### src/rtl/mux8bit_arbiter_pkg.sv
// Shared constants for the two-requester byte arbiter: FSM encoding, owner ids
// and datapath/counter widths.
package mux8bit_arbiter_pkg;

    localparam int DATA_W = 8;
    localparam int HOLD_W = 8;
    localparam logic [HOLD_W-1:0] HOLD_SAT = '1;

    localparam logic OWNER_A = 1'b0;
    localparam logic OWNER_B = 1'b1;

    typedef enum logic [1:0] {
        ST_IDLE  = 2'd0,
        ST_OWN_A = 2'd1,
        ST_OWN_B = 2'd2
    } state_t;

endpackage

### src/rtl/mux8bit_arbiter_mux8bit.sv
// Byte-wide 2:1 multiplexer shared between the two requesters.
module mux8bit
    import mux8bit_arbiter_pkg::*;
(
    input  logic [DATA_W-1:0] a,
    input  logic [DATA_W-1:0] b,
    input  logic              sel,
    output logic [DATA_W-1:0] f
);

    assign f = sel ? b : a;

endmodule

### src/rtl/mux8bit_arbiter.sv
// Round-robin arbiter with a per-owner hold limit that steers one shared byte
// mux and captures the winning byte into a valid/ready output register.
module mux8bit_arbiter
    import mux8bit_arbiter_pkg::*;
#(
    parameter int MAX_HOLD = 4
)
(
    input  logic              clk,
    input  logic              rst_n,
    input  logic              req_a,
    input  logic [DATA_W-1:0] data_a,
    output logic              ack_a,
    input  logic              req_b,
    input  logic [DATA_W-1:0] data_b,
    output logic              ack_b,
    output logic              sel,
    output logic              out_valid,
    output logic [DATA_W-1:0] out_data,
    output logic              out_owner,
    input  logic              out_ready
);

    localparam logic [HOLD_W-1:0] HOLD_LAST = HOLD_W'(MAX_HOLD - 1);

    state_t            state, state_nxt;
    logic [HOLD_W-1:0] hold_cnt, hold_nxt;
    logic              last_owner, last_nxt;
    logic              space;
    logic              cur_owner;
    logic              req_own, req_oth, ack_own;
    logic [DATA_W-1:0] mux_f;

    function automatic logic [HOLD_W-1:0] hold_inc(input logic [HOLD_W-1:0] c);
        return (c == HOLD_SAT) ? c : c + 1'b1;
    endfunction

    function automatic state_t own_state(input logic o);
        return (o == OWNER_B) ? ST_OWN_B : ST_OWN_A;
    endfunction

    mux8bit u_mux (
        .a   (data_a),
        .b   (data_b),
        .sel (sel),
        .f   (mux_f)
    );

    assign space     = !out_valid || out_ready;
    assign ack_a     = (state == ST_OWN_A) && req_a && space;
    assign ack_b     = (state == ST_OWN_B) && req_b && space;
    assign sel       = (state == ST_OWN_B);

    // Current owner viewed generically so OWN_A/OWN_B share one transition body.
    assign cur_owner = sel ? OWNER_B : OWNER_A;
    assign req_own   = (cur_owner == OWNER_B) ? req_b : req_a;
    assign req_oth   = (cur_owner == OWNER_B) ? req_a : req_b;
    assign ack_own   = ack_a || ack_b;

    always_comb begin
        state_nxt = state;
        hold_nxt  = hold_cnt;
        last_nxt  = last_owner;
        case (state)
            ST_IDLE: begin
                if (req_a && req_b)
                    state_nxt = (last_owner == OWNER_B) ? ST_OWN_A : ST_OWN_B;
                else if (req_a)
                    state_nxt = ST_OWN_A;
                else if (req_b)
                    state_nxt = ST_OWN_B;
            end
            ST_OWN_A, ST_OWN_B: begin
                if (!req_own) begin
                    state_nxt = req_oth ? own_state(!cur_owner) : ST_IDLE;
                    hold_nxt  = '0;
                    last_nxt  = cur_owner;
                end else if (ack_own && req_oth && hold_cnt == HOLD_LAST) begin
                    state_nxt = own_state(!cur_owner);
                    hold_nxt  = '0;
                    last_nxt  = cur_owner;
                end else if (ack_own) begin
                    hold_nxt  = req_oth ? hold_inc(hold_cnt) : '0;
                end
            end
            default: begin
                state_nxt = ST_IDLE;
                hold_nxt  = '0;
            end
        endcase
    end

    always_ff @(posedge clk or negedge rst_n) begin
        if (!rst_n) begin
            state      <= ST_IDLE;
            hold_cnt   <= '0;
            last_owner <= OWNER_B;
        end else begin
            state      <= state_nxt;
            hold_cnt   <= hold_nxt;
            last_owner <= last_nxt;
        end
    end

    // Output register: a new capture wins over a plain drain in the same edge.
    always_ff @(posedge clk or negedge rst_n) begin
        if (!rst_n) begin
            out_valid <= 1'b0;
            out_data  <= '0;
            out_owner <= OWNER_A;
        end else if (ack_own) begin
            out_valid <= 1'b1;
            out_data  <= mux_f;
            out_owner <= ack_b ? OWNER_B : OWNER_A;
        end else if (out_ready) begin
            out_valid <= 1'b0;
        end
    end

endmodule

### config.mk
export PLATFORM = sky130hd
export DESIGN_NAME = mux8bit_arbiter
export DESIGN_NICKNAME = d
export VERILOG_FILES = /design/src/rtl/mux8bit_arbiter_pkg.sv /design/src/rtl/mux8bit_arbiter_mux8bit.sv /design/src/rtl/mux8bit_arbiter.sv
export SDC_FILE = /design/constraint.sdc
export NUM_CORES = 1
export LEC_CHECK = 0
export BUFFER_PORTS_ARGS = -buffer_cell sky130_fd_sc_hd__buf_2
export CAP_MARGIN = 25
export CELL_PAD_IN_SITES_DETAIL_PLACEMENT = 0
export CELL_PAD_IN_SITES_GLOBAL_PLACEMENT = 2
export CORE_AREA = 4 4 70 72
export CTS_CLUSTER_SIZE = 8
export DETAILED_ROUTE_END_ITERATION = 6
export DIE_AREA = 0 0 74 76
export PLACE_DENSITY = 0.82
export SKIP_CTS_REPAIR_TIMING = 1
export SYNTH_ARGS = -nofsm -noshare
export SYNTH_HDL_FRONTEND = slang
export SYNTH_SLANG_ARGS = --single-unit
### constraint.sdc
create_clock -name clk -period 2.65 [get_ports clk]
set_clock_uncertainty 0.05 [all_clocks]
set_input_delay 0.53 -clock clk [delete_from_list [all_inputs] [get_ports clk]]
set_output_delay 0.53 -clock clk [all_outputs]
set_load 0.02 [all_outputs]
After elaboration in Yosys (flattened, before gate mapping). Cells that the tools add are included.

Bits in registers: 21. Output and inout port bits: 13.

Add/subtract/negate cells: 1. Eq/ne operators: 9. Multiplexer cells: 24. Bitwise operators: 1. Reduce and logical (&&, ||, !) cells: 16.

Operators by type and width (number): $mux W8 (6); $mux W2 (8); $pmux W8 S2 (1); $add A8 B1 Y8 const B (1); $eq A8 B2 Y1 const B (1); $eq A8 B8 Y1 const B (1); $mux W1 (8); $ne A4 B4 Y1 const B (2); $logic_and A1 B1 Y1 (7); $ne A5 B5 Y1 const B (1); $pmux W2 S2 (1); $reduce_and A2 Y1 (2); $ne A3 B3 Y1 const B (1); $reduce_and A3 Y1 (1); $eq A2 B1 Y1 const B (1); $eq A2 B2 Y1 const B (1); $logic_not A2 Y1 (1); $logic_or A1 B1 Y1 (2); $ne A2 B1 Y1 const B (1); $reduce_bool A2 Y1 (1); $reduce_or A2 Y1 (1); $logic_not A1 Y1 (1); $not A1 Y1 (1).

Depth between registers and ports, before layout.
Word-level depth: 9. Gate-level depth with buffers: 8. Depth with buffers taken out: 7.

By module. A second synthesis with hierarchy kept.

Cell total of the unflattened synthesis: 125. Area, all modules: 1321.3 um^2.

Modules (own cells, without submodules): mux8bit_arbiter (times used 1, cells an instance 116, area an instance 1189.9 um^2, seq. area each 526.8 um^2); mux8bit (times used 1, cells an instance 9, area an instance 131.4 um^2, seq. area each 0.0 um^2).

Least setup slack after synthesis. OpenSTA, ideal clock, no wires.

Path kind: register to register. Start: register state[0]. End: register hold_cnt[4]. Library setup time: 0.126 ns. Arrival time: 1.873 ns. Data required time: 2.474 ns. Path slack: 0.601 ns. Stages on the path, launching flop included: 8. Clock period less this slack: 2.049 ns. Cell sequence: dfrtp_1 > inv_1 > ha_1 > buf_6 > mux2_1 > nand2_1 > o211ai_2 > a221o_1.

Longest elaborated chain between the ends: 9. Elaborated cells on any way between the ends: 23. Classes of those cells: 4 x eq/ne; 8 x mux; 1 x bitwise; 10 x reduce/logical.

RTL lines: start: declaration (line mux8bit_arbiter.sv:26) `state_t state, state_nxt;`; start signal: assignment (line mux8bit_arbiter.sv:99) `state <= state_nxt;`; $eq A2 B2 Y1 * (line mux8bit_arbiter.sv:52) `assign sel = (state == ST_OWN_B);`; named net sel (line mux8bit_arbiter.sv:17) `output logic sel,`; branches (longest 8 deep; another with $mux W8); end signal: assignment (line mux8bit_arbiter.sv:100) `hold_cnt <= hold_nxt;`; end: declaration (line mux8bit_arbiter.sv:27) `logic [HOLD_W-1:0] hold_cnt, hold_nxt;`.

Mark *: on every way through the listed nets, which the timed path passes. The select of a mux whose other input is x is not followed. A chain may end at the register's enable or synchronous reset.

Final worst setup path.
Start: register state[0]. End: register hold_cnt[3].

Longest elaborated chain between the ends: 9. Elaborated cells on any way between the ends: 23. Classes of those cells: 4 x eq/ne; 8 x mux; 1 x bitwise; 10 x reduce/logical.

RTL lines: branches (longest 9 deep; another with $mux W8).

Several ways; the timed one is not identified. The select of a mux whose other input is x is not followed.

==> results.json <==
{
  "cp.required_ns": 2.76,
  "synth_top_family_by_area": "simple AND/OR/NAND/NOR gates",
  "leakage_nw": 0.7121,
  "pre_cts_ws_ns": 0.3297,
  "die_h_um": 76,
  "yosys-mux-area-fraction_pct": 9.474,
  "worstRegToRegCells": 7,
  "layout.nets": 197,
  "wl_met2_um": 1401,
  "switchingPower_mw": 0.7097,
  "drive_gt1_share_pct": 28.24,
  "met3WireLength_um": 252,
  "pwr-share-clk_pct": 13.3,
  "grt_pass1_vias": 1181,
  "track_usage_pct": 11.32,
  "synth_area_um2": 1308,
  "dr.pass1.iters": 4,
  "yosysTopAreaCellShare_pct": 38.28,
  "startpoint_type": "register",
  "synth.yosys.seq_area_share_pct": 40.29,
  "die_area_um2": 5624,
  "drtIter0Drc": 77,
  "postRouteWirelength_um": 3044,
  "pwr-share-comb_pct": 55.2,
  "cts_buffers": 3,
  "final_cells": 222,
  "synth_simple_gate_area_share_pct": 22.49,
  "wl_per_cell_um": 13.71,
  "synth_fa_ha_area_share_pct": 4.785,
  "rrSetupSlack_ns": 0.33,
  "area_growth_pct": 18.18,
  "tns_ns": 0,
  "ant_nets": 0,
  "final_cell_mix": "buf_2, dfrtp_1, nor2_1, a21oi_1, nand2_1",
  "finalHoldViolCount": 0,
  "dpl.cell_count": 218,
  "synth_compound_area_share_pct": 18.09,
  "drc_errors": 0,
  "clkSinkCount": 21,
  "cts_tree": "yes",
  "clk_pin_slew_worst_paths_ns": 0.08,
  "crit_type": "reg2reg",
  "routed.top_layer": "met4",
  "synth_area_per_cell_um2": 9.544,
  "io_pins": 34,
  "switching_share_pct": 45.21,
  "core_area_um2": 4294,
  "met1_length_um": 1374,
  "period_share_pct": 87.65,
  "grt_pass1_wl_um": 5250,
  "num_rows": 24,
  "gp_congestion": 0.8271,
  "crit_fanout": 9,
  "yosys.area.top_type": "dfrtp_1",
  "tightest_slew_ns": 0.6656,
  "slew_violations": 0,
  "syn_inst": 137,
  "initial_core_util_pct": 30.45,
  "power_frac_seq_pct": 31.5,
  "synth_cell_types": 39,
  "grt_max_degree": 22,
  "irDropWorstVdd_mv": 0.4034,
  "antenna_found_initial": 0,
  "relSlewSlack_pct": 55.58,
  "rsz0062_at_grt": "false",
  "clk_latency_ns": 0.26,
  "holdCritPathClass": "in2async",
  "setup_viol": 0,
  "fin_crit_ns": 2.323,
  "cts_buffer_depth": 2,
  "ys_ff_latch": 21,
  "overflow": 0,
  "cap_violations": 0,
  "ys_top_cells_by_area": "dfrtp_1, mux2i_1, ha_1",
  "r2r-end": "hold_cnt[3]",
  "htree_levels": 1,
  "cp-end-kind": "register",
  "synth_fp_nets": 163,
  "ys_warn_count": 0,
  "power_mw": 1.570,
  "final_common_cell": "buf_2",
  "root_buffer": "clkbuf_8",
  "synthXorXnorAreaFrac_pct": 0,
  "die_w_um": 74,
  "status": "completed",
  "vias": 1128,
  "avgViaCountPerCell": 5.081,
  "intPower_mw": 0.8601,
  "hpwl_um": 2339,
  "antenna_cells": 0,
  "powerDensity_nw_per_um2": 1016,
  "final_util_pct": 35.98,
  "fmax_mhz": 430.5,
  "setup_ws_ns": 0.3273,
  "io_buffers": 33,
  "r2r_start": "state[0]",
  "arrival_ns": 2.44
}
worst max-delay path by stage:
stage                     startpoint          end  slack, ns  cells after the start
after CTS                   state[1]  hold_cnt[3]       0.35                      7
after detailed placement       req_b  hold_cnt[3]       0.33                      6
final                       state[0]  hold_cnt[3]       0.33                      7
after floorplan             state[0]  hold_cnt[4]       0.60                      7
after global placement         req_b  hold_cnt[7]       0.39                      5
after global routing        state[0]  hold_cnt[3]       0.12                      7
registers in the layout, indices dropped and copies added (netlist names):
register    cells
hold_cnt        8
out_owner       1
last_owner      1
out_data        8
state           2
out_valid       1
Yosys cell counts (all sizes together):
cell	instances
and3	3
o211ai	2
nand2b	4
and4	1
o21a	1
inv	3
dfstp	1
a22oi	2
or4b	1
dfrtp	20
o31ai	1
or3	1
a221o	2
nor3b	1
a211oi	1
mux2i	9
nor3	5
a31oi	1
clkbuf	1
and2	1
a21oi	12
o21ai	14
ha	5
nor4	1
mux2	3
nand2	11
nor2	16
or4	1
buf	5
nor2b	1
or2b	1
nand3	6
power by group through the flow:
stage | Combinational, mW | Clock, mW | Sequential (mW)
after global placement | 0.860 | 0 | 0.496
after CTS | 0.875 | 0.220 | 0.496
after floorplan | 0.585 | 0 | 0.582
after detailed placement | 0.875 | 0 | 0.499
after global routing | 0.981 | 0.231 | 0.510
final | 0.866 | 0.209 | 0.495
worst max-delay path, cell delays in order (launching register included):
cell and delay (ns):
dfrtp_1 0.40, inv_1 0.08, ha_1 0.42, nand3_2 0.21
or4_1 0.62, o211ai_2 0.21, o21ai_1 0.15, o31ai_1 0.09
cell type report:
| class | instances | area [um2] |
|---|---|---|
| Tap cell | 52 | 65.06 |
| Fill cell | 456 | 2749 |
| Sequential cell | 21 | 526.8 |
| Inverter | 3 | 11.26 |
| Clock buffer | 4 | 45.04 |
| Multi-Input combinational cell | 107 | 716.9 |
| Timing Repair Buffer | 35 | 180.2 |
cells by family after synthesis:
group	Yosys count
AO/OA/AOI/OAI	36
adder cells (fa/ha/maj)	5
buffers and inverters	9
flip-flops	21
multiplexers	12
AND/OR/NAND/NOR	54
stage by stage:
step | cell area, um2 | hold slack (ns)
2_1_floorplan | 1308 | 0.1844
3_3_place_gp | 1500 | 0.4333
3_5_place_dp | 1500 | 0.4618
4_1_cts | 1545 | 0.1901
5_1_grt | 1545 | 0.2170
6_report | 1545 | 0.1650
metal layers:
metal  up-vias  track usage (%)
met5         -                0
met4         0            2.717
met3         4            2.375
met2        57            17.38
met1       510            16.12
li1        557                -
Note: power is estimated with default switching activity, not from simulation.
